**config.mk**
```make
export PLATFORM = sky130hd
export DESIGN_NAME = inst_fetch_flat
export DESIGN_NICKNAME = d
export VERILOG_FILES = /design/src/rtl/miniRV_pkg.sv /design/src/rtl/inst_fetch_if.sv /design/src/rtl/inst_fetch.sv /design/src/flat_wrapper.sv
export SDC_FILE = /design/constraint.sdc
export NUM_CORES = 1
export LEC_CHECK = 0
export ABC_AREA = 1
export CORE_MARGIN = 2
export CORE_UTILIZATION = 45
export CTS_CLUSTER_DIAMETER = 30
export CTS_CLUSTER_SIZE = 40
export DETAILED_ROUTE_END_ITERATION = 12
export GPL_ROUTABILITY_DRIVEN = 0
export PLACE_DENSITY = 0.79
export REMOVE_ABC_BUFFERS = 1
export SLEW_MARGIN = 30
export SYNTH_ARGS = -nofsm -noshare
export SYNTH_HDL_FRONTEND = slang
export SYNTH_SLANG_ARGS = --single-unit
```
**constraint.sdc**
```tcl
create_clock -name clk -period 2.2 [get_ports clk]
set_input_delay 0.66 -clock clk [delete_from_list [all_inputs] [get_ports clk]]
set_output_delay 0.66 -clock clk [all_outputs]
set_load 0.1 [all_outputs]
```
**src/rtl/miniRV_pkg.sv**
```systemverilog
// miniRV_pkg: constants and types shared by the miniRV front end.
//   EBREAK_WORD      - instruction word that stops fetch once handed to decode
//   DEFAULT_RESET_PC - PC of the first fetch after reset
//   fetch_state_t    - instruction fetch FSM states
package miniRV_pkg;

  localparam int          INST_W           = 32;
  localparam logic [31:0] EBREAK_WORD      = 32'h0010_0073;
  localparam logic [31:0] DEFAULT_RESET_PC = 32'h8000_0000;

  typedef enum logic [1:0] {
    S_REQ  = 2'd0,
    S_WAIT = 2'd1,
    S_HOLD = 2'd2,
    S_HALT = 2'd3
  } fetch_state_t;

  // Fetch addresses are always word aligned; low bits of a target are dropped.
  function automatic logic [31:0] word_align(input logic [31:0] addr);
    return addr & ~32'h3;
  endfunction

endpackage

```
**src/rtl/inst_fetch_if.sv**
```systemverilog
// inst_fetch_if: bundle of the fetch unit's handshakes.
//   imem_req_valid/ready, imem_addr   - request channel to instruction memory
//   imem_rsp_valid, imem_rsp_data     - response channel from instruction memory
//   inst_valid/ready, instruction,
//   inst_pc                           - word handed to the decode stage
//   redirect_valid, redirect_pc       - PC redirect from the execute stage
//   halted                            - fetch stopped after EBREAK
// master = fetch unit, slave = its environment (memory, decoder, redirect source).
interface inst_fetch_if;
  import miniRV_pkg::*;

  logic              imem_req_valid;
  logic              imem_req_ready;
  logic [31:0]       imem_addr;
  logic              imem_rsp_valid;
  logic [INST_W-1:0] imem_rsp_data;
  logic              inst_valid;
  logic              inst_ready;
  logic [INST_W-1:0] instruction;
  logic [31:0]       inst_pc;
  logic              redirect_valid;
  logic [31:0]       redirect_pc;
  logic              halted;

  modport master (
    output imem_req_valid, imem_addr, inst_valid, instruction, inst_pc, halted,
    input  imem_req_ready, imem_rsp_valid, imem_rsp_data, inst_ready,
           redirect_valid, redirect_pc
  );

  modport slave (
    input  imem_req_valid, imem_addr, inst_valid, instruction, inst_pc, halted,
    output imem_req_ready, imem_rsp_valid, imem_rsp_data, inst_ready,
           redirect_valid, redirect_pc
  );

endinterface

```
**src/rtl/inst_fetch.sv**
```systemverilog
// inst_fetch: miniRV instruction fetch unit. Holds the PC, fetches one word at a
// time from instruction memory and offers it to decode with valid/ready.
// Accepts PC redirects and stops for good after an EBREAK is handed off.
// Ports:
//   clk   - clock, all state on the rising edge
//   rst_n - asynchronous active-low reset
//   bus   - inst_fetch_if.master (memory req/rsp, decode handshake, redirect, halted)
//
// state  | meaning
// S_REQ  | request pending on imem, address = pc
// S_WAIT | one request outstanding, waiting for its response
// S_HOLD | word valid toward decode, waiting for inst_ready
// S_HALT | EBREAK delivered, idle until reset
module inst_fetch
  import miniRV_pkg::*;
#(
  parameter logic [31:0] RESET_PC = DEFAULT_RESET_PC
) (
  input  logic          clk,
  input  logic          rst_n,
  inst_fetch_if.master  bus
);

  fetch_state_t      state_q, state_d;
  logic [31:0]       pc_q, pc_d;
  logic              drop_q, drop_d;
  logic [INST_W-1:0] instr_q, instr_d;
  logic [31:0]       inst_pc_q, inst_pc_d;
  logic              inst_valid_q, inst_valid_d;
  logic              halted_q, halted_d;
  // Keeps the request low while reset is held and in the cycle rst_n rises,
  // so the first request appears one cycle after reset release.
  logic              started_q;

  logic              req_valid;
  logic              req_fire;
  logic [31:0]       redir_pc;

  assign req_valid = started_q && (state_q == S_REQ);
  assign req_fire  = req_valid && bus.imem_req_ready;
  assign redir_pc  = word_align(bus.redirect_pc);

  always_ff @(posedge clk or negedge rst_n) begin
    if (!rst_n) begin
      state_q      <= S_REQ;
      pc_q         <= RESET_PC;
      drop_q       <= 1'b0;
      instr_q      <= '0;
      inst_pc_q    <= '0;
      inst_valid_q <= 1'b0;
      halted_q     <= 1'b0;
      started_q    <= 1'b0;
    end else begin
      state_q      <= state_d;
      pc_q         <= pc_d;
      drop_q       <= drop_d;
      instr_q      <= instr_d;
      inst_pc_q    <= inst_pc_d;
      inst_valid_q <= inst_valid_d;
      halted_q     <= halted_d;
      started_q    <= 1'b1;
    end
  end

  always_comb begin
    state_d      = state_q;
    pc_d         = pc_q;
    drop_d       = drop_q;
    instr_d      = instr_q;
    inst_pc_d    = inst_pc_q;
    inst_valid_d = inst_valid_q;
    halted_d     = halted_q;

    case (state_q)
      S_REQ: begin
        if (req_fire) begin
          state_d = S_WAIT;
        end
        if (bus.redirect_valid) begin
          pc_d = redir_pc;
          // The request just accepted carries the stale address.
          if (req_fire) begin
            drop_d = 1'b1;
          end
        end
      end

      S_WAIT: begin
        if (bus.imem_rsp_valid) begin
          if (bus.redirect_valid) begin
            pc_d    = redir_pc;
            drop_d  = 1'b0;
            state_d = S_REQ;
          end else if (drop_q) begin
            drop_d  = 1'b0;
            state_d = S_REQ;
          end else begin
            instr_d      = bus.imem_rsp_data;
            inst_pc_d    = pc_q;
            pc_d         = pc_q + 32'd4;
            inst_valid_d = 1'b1;
            state_d      = S_HOLD;
          end
        end else if (bus.redirect_valid) begin
          pc_d   = redir_pc;
          drop_d = 1'b1;
        end
      end

      S_HOLD: begin
        // A redirect withdraws the word even if decode is taking it now.
        if (bus.redirect_valid) begin
          pc_d         = redir_pc;
          inst_valid_d = 1'b0;
          state_d      = S_REQ;
        end else if (bus.inst_ready) begin
          inst_valid_d = 1'b0;
          if (instr_q == EBREAK_WORD) begin
            halted_d = 1'b1;
            state_d  = S_HALT;
          end else begin
            state_d = S_REQ;
          end
        end
      end

      S_HALT: begin
        inst_valid_d = 1'b0;
      end
    endcase
  end

  assign bus.imem_req_valid = req_valid;
  assign bus.imem_addr      = pc_q;
  assign bus.inst_valid     = inst_valid_q;
  assign bus.instruction    = instr_q;
  assign bus.inst_pc        = inst_pc_q;
  assign bus.halted         = halted_q;

endmodule

```
**src/flat_wrapper.sv**
```systemverilog
// flat-port wrapper written by rule: the top's interface ports become plain ports
module inst_fetch_flat import miniRV_pkg::*;
#(
  parameter logic [31:0] RESET_PC = DEFAULT_RESET_PC
)
  (clk, rst_n, bus_imem_req_valid, bus_imem_addr, bus_inst_valid, bus_instruction, bus_inst_pc, bus_halted, bus_imem_req_ready, bus_imem_rsp_valid, bus_imem_rsp_data, bus_inst_ready, bus_redirect_valid, bus_redirect_pc);
  inst_fetch_if bus_i ();
  input  logic clk;
  input  logic rst_n;
  output wire logic [$bits(bus_i.imem_req_valid)-1:0] bus_imem_req_valid;
  output wire logic [$bits(bus_i.imem_addr)-1:0] bus_imem_addr;
  output wire logic [$bits(bus_i.inst_valid)-1:0] bus_inst_valid;
  output wire logic [$bits(bus_i.instruction)-1:0] bus_instruction;
  output wire logic [$bits(bus_i.inst_pc)-1:0] bus_inst_pc;
  output wire logic [$bits(bus_i.halted)-1:0] bus_halted;
  input wire logic [$bits(bus_i.imem_req_ready)-1:0] bus_imem_req_ready;
  input wire logic [$bits(bus_i.imem_rsp_valid)-1:0] bus_imem_rsp_valid;
  input wire logic [$bits(bus_i.imem_rsp_data)-1:0] bus_imem_rsp_data;
  input wire logic [$bits(bus_i.inst_ready)-1:0] bus_inst_ready;
  input wire logic [$bits(bus_i.redirect_valid)-1:0] bus_redirect_valid;
  input wire logic [$bits(bus_i.redirect_pc)-1:0] bus_redirect_pc;
  assign bus_imem_req_valid = bus_i.imem_req_valid;
  assign bus_imem_addr = bus_i.imem_addr;
  assign bus_inst_valid = bus_i.inst_valid;
  assign bus_instruction = bus_i.instruction;
  assign bus_inst_pc = bus_i.inst_pc;
  assign bus_halted = bus_i.halted;
  assign bus_i.imem_req_ready = bus_imem_req_ready;
  assign bus_i.imem_rsp_valid = bus_imem_rsp_valid;
  assign bus_i.imem_rsp_data = bus_imem_rsp_data;
  assign bus_i.inst_ready = bus_inst_ready;
  assign bus_i.redirect_valid = bus_redirect_valid;
  assign bus_i.redirect_pc = bus_redirect_pc;
  inst_fetch #(.RESET_PC(RESET_PC)) u_core (.clk(clk), .rst_n(rst_n), .bus(bus_i));
endmodule
```
==> flow_summary.json, run 1 <==
{
  "outcome": "finished, final reports clean",
  "layout.area.seq_sq_mm": 0.00255,
  "tritoncts": "yes",
  "critPathCapture": "bus_imem_req_valid",
  "cp_top_family": "buffers and inverters",
  "antenna_found_initial": 0,
  "hpwl_um": 11600,
  "drt_iter0_drc": 306,
  "cp_max_fo": 6,
  "grt_pass1_vias": 5266,
  "crit_type": "flop to output port",
  "syn_area_sq_mm": 0.00525,
  "hold_buffers": 0,
  "finalHoldViolCount": 0,
  "ys_seq_elements": 102,
  "worst_pin_slew_ns": 0.522,
  "grt_pass1_wl_um": 25200,
  "cp_slowest_cell": "dfrtp_1",
  "multi_input_area_sq_mm": 0.00239,
  "die_w_um": 112,
  "drc_errors": 0,
  "r2r-end": "u_core.bus.imem_addr[9]$_DFFE_PN0P_",
  "r2r_cells": 12,
  "final_nets": 914,
  "relSlewSlack_pct": 65.2,
  "grt_start_max_net_pins": 39,
  "clockBufferDepth": 2,
  "hp-class": "primary input to asynchronous set/reset pin",
  "setup_viol": 0,
  "max_freq_mhz": 474,
  "synthToLayoutAreaGrowth_pct": 50.4,
  "worstSkewPairLatency_ns": 0.34,
  "netlist_instances": 652,
  "rsz0062_at_grt": "no",
  "cp_data_required_time_ns": 1.54,
  "cts_max_level": 3,
  "synth-simple-area-share_pct": 26.7,
  "cp_cell_sequence": "inv_1 -> ha_4 -> nand2_1 -> inv_1 -> buf_12",
  "startpoint": "u_core.state_q[1]$_DFFE_PN0P_",
  "num_rows": 39,
  "max_cap_violations": 0,
  "final_cell_mix": "nand2_1, dfrtp_1, buf_4",
  "final_util_pct": 69.2,
  "layout_min_cycle_time_ns": 2.11,
  "num_io_pins": 169,
  "synth_fa_ha_area_share_pct": 1.43,
  "ys_types": 33,
  "yosys_warnings": 0,
  "cts-root-buf": "clkbuf_16",
  "r2r_slack_ns": 0.17,
  "grt_usage_pct": 24.6,
  "wirelength_um": 15200,
  "cts_sinks": 102,
  "core-area_sq_mm": 0.0114,
  "vias_per_cell": 5.30,
  "io_buffers": 166,
  "clk_pin_slew_worst_paths_ns": 0.07,
  "crit_buf_inv": 3,
  "ys_seq_area_share_pct": 48.6,
  "fin_crit_sh_pct": 95.8,
  "r2r-start": "u_core.state_q[0]$_DFFE_PN0P_",
  "fp.dieH_um": 112,
  "drive_above_1_share_pct": 24.0,
  "synth_xor_area_share_pct": 0.334,
  "fillCellCount": 916,
  "firstDrtPassIters": 5,
  "cp_common_cell": "inv_1",
  "end_kind": "output port",
  "crit_cells": 5,
  "crit_path_max_incr_delay_ns": 0.43,
  "crit_arrival_ns": 1.45,
  "avgRoutedWirePerCell_um": 15.4,
  "cts_buffers": 9,
  "start_util_pct": 46.0,
  "drtAntennaViolNets": 0,
  "synthMuxAreaShare_pct": 6.43,
  "slew_violations": 0,
  "mostFrequentLayoutCell": "nand2_1",
  "synth_compound_area_share_pct": 9.94,
  "syn_area_per_cell_sq_um": 8.05,
  "skew_ns": 0.0111,
  "dieArea_sq_mm": 0.0125,
  "startpoint_type": "flop",
  "grt_overflow": 0,
  "vias": 5226,
  "diodes": 0,
  "synth_top_family_by_area": "simple AND/OR/NAND/NOR gates"
}
per-layer routing:
layer  vias to the layer above  global-route usage [%]  part of all wire (%)
met1                      2504                    29.7                    40
met4                         0                    7.80                   1.9
li1                       2502                       -                     -
met3                        23                    6.86                   7.8
met5                         -                       0                     0
met2                       197                    43.1                    51
state kept, by name (all words and copies together), names as in the netlist:
signal,cells
u_core.drop_q,1
u_core.bus.instruction,32
u_core.bus.imem_addr,32
u_core.bus.inst_pc,32
u_core.started_q,1
u_core.bus.halted,1
u_core.state_q,2
u_core.bus.inst_valid,1
cells by family (layout without fill, tap and decap cells):
logic type	Yosys count	count (layout)
and+or+nand+nor	329	329
DFF	102	102
AOI/OAI and AO/OA	98	98
buffers and inverters	84	275
muxes	30	30
adders and majority gates	6	6
xor gates and xnor gates	2	2
other	1	1
metrics by stage:
step           std cells  hold WS, ns  setup WS (ns)  TNS, ns  area [sq um]
2_1_floorplan        628        0.364         -0.704   -38.31          5130
3_3_place_gp         968        0.465        -0.0629    -1.10          7540
4_1_cts              984        0.308         0.0197        0          7860
3_5_place_dp         968        0.468         -0.125    -2.09          7540
6_report             986        0.301         0.0913        0          7900
5_1_grt              986        0.323       0.000284        0          7900
synth_stat cells:
cell type  number  area [sq um]
nand2_1       178           668
dfrtp_1       101          2530
nor2_1         77           289
o21ai_0        63           315
inv_1          57           214
nand3_1        35           175
mux2_2         30           338
nand4_1        19           119
a21oi_1        16          80.1
buf_2          11          55.1
clkbuf_1        8          30.0
ha_1            6          75.1
nor2_2          6          37.5
nor3_1          5          25.0
o22ai_1         5          31.3
o21ai_1         4          20.0
buf_4           3          22.5
inv_2           3          11.3
nand2_2         3          18.8
nor2_4          3          33.8
o211ai_1        3          22.5
o21bai_1        3          22.5
buf_1           2          7.51
xor2_1          2          17.5
a21oi_2         1          8.76
a22oi_1         1          7.51
a31oi_1         1          6.26
conb_1          1          3.75
dfstp_2         1          26.3
nand3b_1        1          7.51
nor2_8          1          20.0
nor4_1          1          6.26
o31ai_1         1          7.51
layout make-up:
class / instances / area share, %
Tap cell: 143 / 2.27
Sequential cell: 102 / 32.3
Multi-Input combinational cell: 466 / 30.2
Timing Repair Buffer: 199 / 28.3
Clock buffer: 10 / 3.03
Inverter: 60 / 2.85
Clock inverter: 6 / 0.967
worst register-to-register path: stages, from the launching register on:
cell and delay (ns):
dfrtp_1 0.40, inv_2 0.08, ha_1 0.26, nor2_2 0.17, nand2_1 0.13, inv_1 0.11
nand2_1 0.11, buf_4 0.16, nor2_1 0.21, nand2_1 0.08, o21ai_0 0.11, nand2_1 0.08
o21ai_0 0.07
worst min-delay path by stage:
| stage | endpoint |
|---|---|
| floorplan | u_core.bus.halted$_DFFE_PN0P_ |
| global placement | u_core.bus.halted$_DFFE_PN0P_ |
| detailed placement | u_core.bus.halted$_DFFE_PN0P_ |
| CTS | u_core.bus.imem_addr[29]$_DFFE_PN0P_ |
| global route | u_core.bus.inst_pc[4]$_DFFE_PN0P_ |
| finish | u_core.bus.instruction[28]$_DFFE_PN0P_ |
timing repair:
item | 4_1_cts | 5_1_grt
setup endpoints to repair | 1 | 5
gates resized for setup | 1 | 5
buffers inserted | 0 | 2
pin swaps | 0 | 0
gates cloned | 0 | 0
Power of run 1 is not shown: default switching activity piles up to over one toggle a cycle in this logic, so the estimate is an artifact.
==> run 2, diff against run 1 <==
--- a/config.mk
+++ b/config.mk
@@ -12,6 +12,7 @@
 export CTS_CLUSTER_SIZE = 40
 export DETAILED_ROUTE_END_ITERATION = 12
 export GPL_ROUTABILITY_DRIVEN = 0
+export HOLD_SLACK_MARGIN = 0.12
 export PLACE_DENSITY = 0.79
 export REMOVE_ABC_BUFFERS = 1
 export SLEW_MARGIN = 30
==> constraint.sdc (replaced) <==
create_clock -name clk -period 2.2 [get_ports clk]
set_input_delay 0.44 -clock clk [delete_from_list [all_inputs] [get_ports clk]]
set_output_delay 0.44 -clock clk [all_outputs]
set_load 0.1 [all_outputs]
==> run 2 against run 1 <==
Net effect: sequential share of layout area grew 2.7 points; count of clock-buffer cells in the layout grew 1; non-clock buffer count down 15; wire length fell by 0.67%; hold slack better by 0.18 ns; largest cell class unchanged; die area unchanged.
==> flow_summary.json, run 2 (synthesis gave the netlist of run 1 again) <==
{
  "outcome": "finished, final reports clean",
  "end_kind": "output port",
  "grt_pass1_wl_um": 24600,
  "final_util_pct": 63.7,
  "r2r_slack_ns": 0.19,
  "diodes": 0,
  "num_rows": 39,
  "r2r-start": "u_core.state_q[0]$_DFFE_PN0P_",
  "cts_buffers": 9,
  "drt_iter0_drc": 291,
  "layout_min_cycle_time_ns": 2.05,
  "max_freq_mhz": 487,
  "clk_pin_slew_worst_paths_ns": 0.07,
  "core-area_sq_mm": 0.0114,
  "relSlewSlack_pct": 62.6,
  "cts_max_level": 3,
  "clockBufferDepth": 2,
  "slew_violations": 0,
  "die_w_um": 112,
  "hpwl_um": 11200,
  "vias": 5113,
  "cts-root-buf": "clkbuf_16",
  "crit_arrival_ns": 1.61,
  "final_cell_mix": "nand2_1, buf_4, dfrtp_1",
  "final-instance-count-excl-fill": 971,
  "grt_overflow": 0,
  "drtAntennaViolNets": 0,
  "critPathCapture": "bus_imem_req_valid",
  "r2r_cells": 13,
  "drive_above_1_share_pct": 22.2,
  "antenna_found_initial": 0,
  "drc_errors": 0,
  "final_nets": 899,
  "crit_type": "flop to output port",
  "startpoint_type": "flop",
  "firstDrtPassIters": 5,
  "setup_viol": 0,
  "avgRoutedWirePerCell_um": 15.5,
  "rsz0062_at_grt": "no",
  "worst_pin_slew_ns": 0.561,
  "r2r-end": "u_core.bus.imem_addr[25]$_DFFE_PN0P_",
  "post_dp_cell_area_sq_mm": 0.00695,
  "fillCellCount": 1000,
  "hp-class": "flop to flop",
  "startpoint": "u_core.state_q[0]$_DFFE_PN0P_",
  "cp_max_fo": 6,
  "cts_sinks": 102,
  "tritoncts": "yes",
  "wirelength_um": 15100,
  "finalHoldWorstSlack_ns": 0.480,
  "grt_usage_pct": 24.1,
  "finalHoldViolCount": 0,
  "finish.instance_area_sq_mm": 0.00728,
  "synthToLayoutAreaGrowth_pct": 38.6,
  "grt_start_max_net_pins": 47,
  "worstSkewPairLatency_ns": 0.35,
  "dieArea_sq_mm": 0.0125,
  "mostFrequentLayoutCell": "nand2_1",
  "fin_crit_sh_pct": 93.3,
  "vias_per_cell": 5.27,
  "start_util_pct": 46.0,
  "max_cap_violations": 0,
  "cp_data_required_time_ns": 1.76,
  "num_io_pins": 169,
  "io_buffers": 166,
  "skew_ns": 0.0115,
  "dp_cells": 954,
  "grt_pass1_vias": 5172,
  "fp.dieH_um": 112
}
-- run 2: how the worst min path moves through the flow --
stage                                         start                                     end  slack, ns  cells past startpoint
2_1_floorplan                                 rst_n           u_core.bus.halted$_DFFE_PN0P_       0.14                      0
3_3_place_gp                                  rst_n  u_core.bus.instruction[23]$_DFFE_PN0P_       0.47                      1
3_5_place_dp                                  rst_n  u_core.bus.instruction[26]$_DFFE_PN0P_       0.47                      1
4_1_cts        u_core.bus.imem_addr[31]$_DFFE_PN1P_    u_core.bus.imem_addr[31]$_DFFE_PN1P_       0.48                      2
5_1_grt        u_core.bus.imem_addr[31]$_DFFE_PN1P_    u_core.bus.imem_addr[31]$_DFFE_PN1P_       0.49                      2
6_report       u_core.bus.imem_addr[31]$_DFFE_PN1P_    u_core.bus.imem_addr[31]$_DFFE_PN1P_       0.48                      2
-- run 2: critical path, stage by stage, from the launching register on --
cell	delay, ns
dfrtp_1	0.43
inv_1	0.13
ha_1	0.31
nand2_1	0.08
inv_1	0.12
buf_12	0.19
-- run 2: per-stage QoR --
stage,TNS (ns),worst slack [ns]
2_1_floorplan,-38.31,-0.704
6_report,0,0.148
4_1_cts,0,0.0865
3_5_place_dp,0,0.0538
3_3_place_gp,0,0.129
5_1_grt,0,0.0228
-- run 2: repair_timing --
action                                  in CTS  in global routing
hold buffers                                 1                  0
hold endpoints to repair                    39                  0
buffers inserted                             0                  0
endpoints found under the setup margin       0                  9
gates resized for setup                      0                  4
-- run 2: layer usage --
metal  global-route usage, %  vias up  share of wire, %
met5                       0        -                 0
met4                    8.70        0               2.4
met3                    6.70       29               8.6
met2                    40.3      206                48
met1                    30.1     2423                41
li1                        -     2455                 -
-- run 2: cell type report --
type,instances,area [sq um],share of cell area (%)
Clock buffer,11,243,3.34
Clock inverter,5,65.1,0.894
Inverter,60,225,3.09
Multi-Input combinational cell,466,2380,32.6
Sequential cell,102,2550,35.1
Tap cell,143,179,2.46
Timing Repair Buffer,184,1640,22.5
Power of run 2 is left out for the same reason.
==> run 3, diff against run 2 <==
--- a/config.mk
+++ b/config.mk
@@ -6,14 +6,15 @@
 export NUM_CORES = 1
 export LEC_CHECK = 0
 export ABC_AREA = 1
+export CAP_MARGIN = 20
 export CORE_MARGIN = 2
-export CORE_UTILIZATION = 45
+export CORE_UTILIZATION = 42
 export CTS_CLUSTER_DIAMETER = 30
 export CTS_CLUSTER_SIZE = 40
 export DETAILED_ROUTE_END_ITERATION = 12
 export GPL_ROUTABILITY_DRIVEN = 0
 export HOLD_SLACK_MARGIN = 0.12
-export PLACE_DENSITY = 0.79
+export PLACE_DENSITY = 0.82
 export REMOVE_ABC_BUFFERS = 1
 export SLEW_MARGIN = 30
 export SYNTH_ARGS = -nofsm -noshare
==> constraint.sdc (replaced) <==
create_clock -name clk -period 1.7 [get_ports clk]
set_input_delay 0.34 -clock clk [delete_from_list [all_inputs] [get_ports clk]]
set_output_delay 0.34 -clock clk [all_outputs]
set_load 0.1 [all_outputs]
==> run 3 against run 2 <==
Net effect: the run now ends with setup timing left; via count rose by 18%; wire length grew 35%; sequential share of layout area fell by 7.7 points; hold slack gained 0.012 ns; die area grew 6.9%; utilization up 13 points; cell count up 9.2%; critical path depth increased by 8; non-clock buffer count rose by 64; largest cell class is now buffers.
==> flow_summary.json, run 3 (synthesis gave the netlist of run 1 again) <==
{
  "outcome": "complete, but fails checks",
  "violations": "setup timing",
  "slew_violations": 0,
  "grt_overflow": 0,
  "antenna_found_initial": 0,
  "vias": 6038,
  "post_dp_cell_area_sq_mm": 0.00850,
  "relSlewSlack_pct": 66.6,
  "layout_min_cycle_time_ns": 1.90,
  "final_nets": 963,
  "max_freq_mhz": 527,
  "end_kind": "flop",
  "setup_viol": 42,
  "dp_slack_ns": -0.322,
  "drt_iter0_drc": 746,
  "drc_errors": 0,
  "hp-class": "primary input to asynchronous set/reset pin",
  "grt_start_max_net_pins": 35,
  "cts_max_level": 3,
  "worst_pin_slew_ns": 0.501,
  "firstDrtPassIters": 7,
  "wirelength_um": 20400,
  "diodes": 0,
  "grt_usage_pct": 27.5,
  "cts_sinks": 102,
  "tritoncts": "yes",
  "clockBufferDepth": 2,
  "finish.instance_area_sq_mm": 0.00935,
  "finalHoldViolCount": 0,
  "grt_pass1_vias": 5539,
  "final_cell_mix": "nand2_1, buf_12, dfrtp_1",
  "rsz0062_at_grt": "yes",
  "crit_arrival_ns": 2.19,
  "tns_ns": -1.72,
  "synthToLayoutAreaGrowth_pct": 78.0,
  "fin_crit_sh_pct": 112,
  "io_buffers": 166,
  "dieArea_sq_mm": 0.0134,
  "cts-root-buf": "clkbuf_16",
  "clk_pin_slew_worst_paths_ns": 0.07,
  "max_cap_violations": 0,
  "skew_ns": 0.00920,
  "timing.final.ws_setup_ns": -0.197,
  "num_io_pins": 169,
  "fp.dieH_um": 116,
  "mostFrequentLayoutCell": "nand2_1",
  "num_rows": 40,
  "cp_max_fo": 5,
  "vias_per_cell": 5.70,
  "grt_pass1_wl_um": 28400,
  "start_util_pct": 43.3,
  "startpoint_type": "flop",
  "cp_data_required_time_ns": 1.99,
  "crit_type": "flop to flop",
  "core-area_sq_mm": 0.0121,
  "drtAntennaViolNets": 0,
  "hpwl_um": 12700,
  "worstSkewPairLatency_ns": 0.37,
  "avgRoutedWirePerCell_um": 19.2,
  "drive_above_1_share_pct": 31.8,
  "cts_buffers": 9,
  "die_w_um": 116
}
run 3: worst paths after layout:
check | cells past startpoint | from | endpoint | slack (ns)
max | 13 | u_core.state_q[1]$_DFFE_PN0P_ | u_core.bus.imem_addr[31]$_DFFE_PN1P_ | -0.20
min | 2 | rst_n | u_core.bus.instruction[22]$_DFFE_PN0P_ | 0.49
max reg2reg | 13 | u_core.state_q[1]$_DFFE_PN0P_ | u_core.bus.imem_addr[31]$_DFFE_PN1P_ | -0.20
max in group asynchronous | 3 | rst_n | u_core.bus.inst_pc[29]$_DFFE_PN0P_ | 0.60
min reg2reg | 2 | u_core.bus.imem_addr[31]$_DFFE_PN1P_ | u_core.bus.imem_addr[31]$_DFFE_PN1P_ | 0.55
min in group clk | 2 | u_core.bus.imem_addr[31]$_DFFE_PN1P_ | u_core.bus.imem_addr[31]$_DFFE_PN1P_ | 0.55
run 3: layout make-up:
| class | instances | area (sq um) |
|---|---|---|
| Clock buffer | 11 | 253 |
| Fill cell | 706 | 2770 |
| Sequential cell | 102 | 2560 |
| Clock inverter | 5 | 104 |
| Tap cell | 168 | 210 |
| Timing Repair Buffer | 248 | 3460 |
| Inverter | 60 | 233 |
| Multi-Input combinational cell | 466 | 2530 |
run 3: timing repair:
action | 4_1_cts | 5_1_grt
endpoints found under the setup margin | 40 | 69
setup buffers | 5 | 17
endpoints found under the hold margin | 28 | 0
hold buffers | 1 | 0
cloned | 1 | 2
pin swaps | 2 | 9
gates resized for setup | 11 | 64
run 3: through the flow:
stage	util, %	hold slack [ns]	cells
detailed placement	70.2	0.346	1018
finish	77.2	0.493	1060
global placement	70.2	0.335	1018
floorplan	-	0.0444	628
global route	77.2	0.536	1060
CTS	74.0	0.510	1041
run 3: critical path, cell delays in order (launching register included):
cell and delay [ns]:
dfrtp_1 0.42, inv_2 0.08, ha_4 0.17, nor2_4 0.14, nand2_4 0.09, inv_6 0.12, buf_4 0.13, nand2_1 0.09
nor2_2 0.15, nand3_1 0.11, nand2_1 0.10, nand2_1 0.07, nand2_1 0.08, nand2_1 0.07
run 3: metal layers:
metal  track usage [%]  share of wire (%)
met3              5.07                9.9
met1              35.1                 36
met2              45.3                 48
met5                 0                  0
met4              13.3                5.8
Power of run 3 is left out for the same reason.
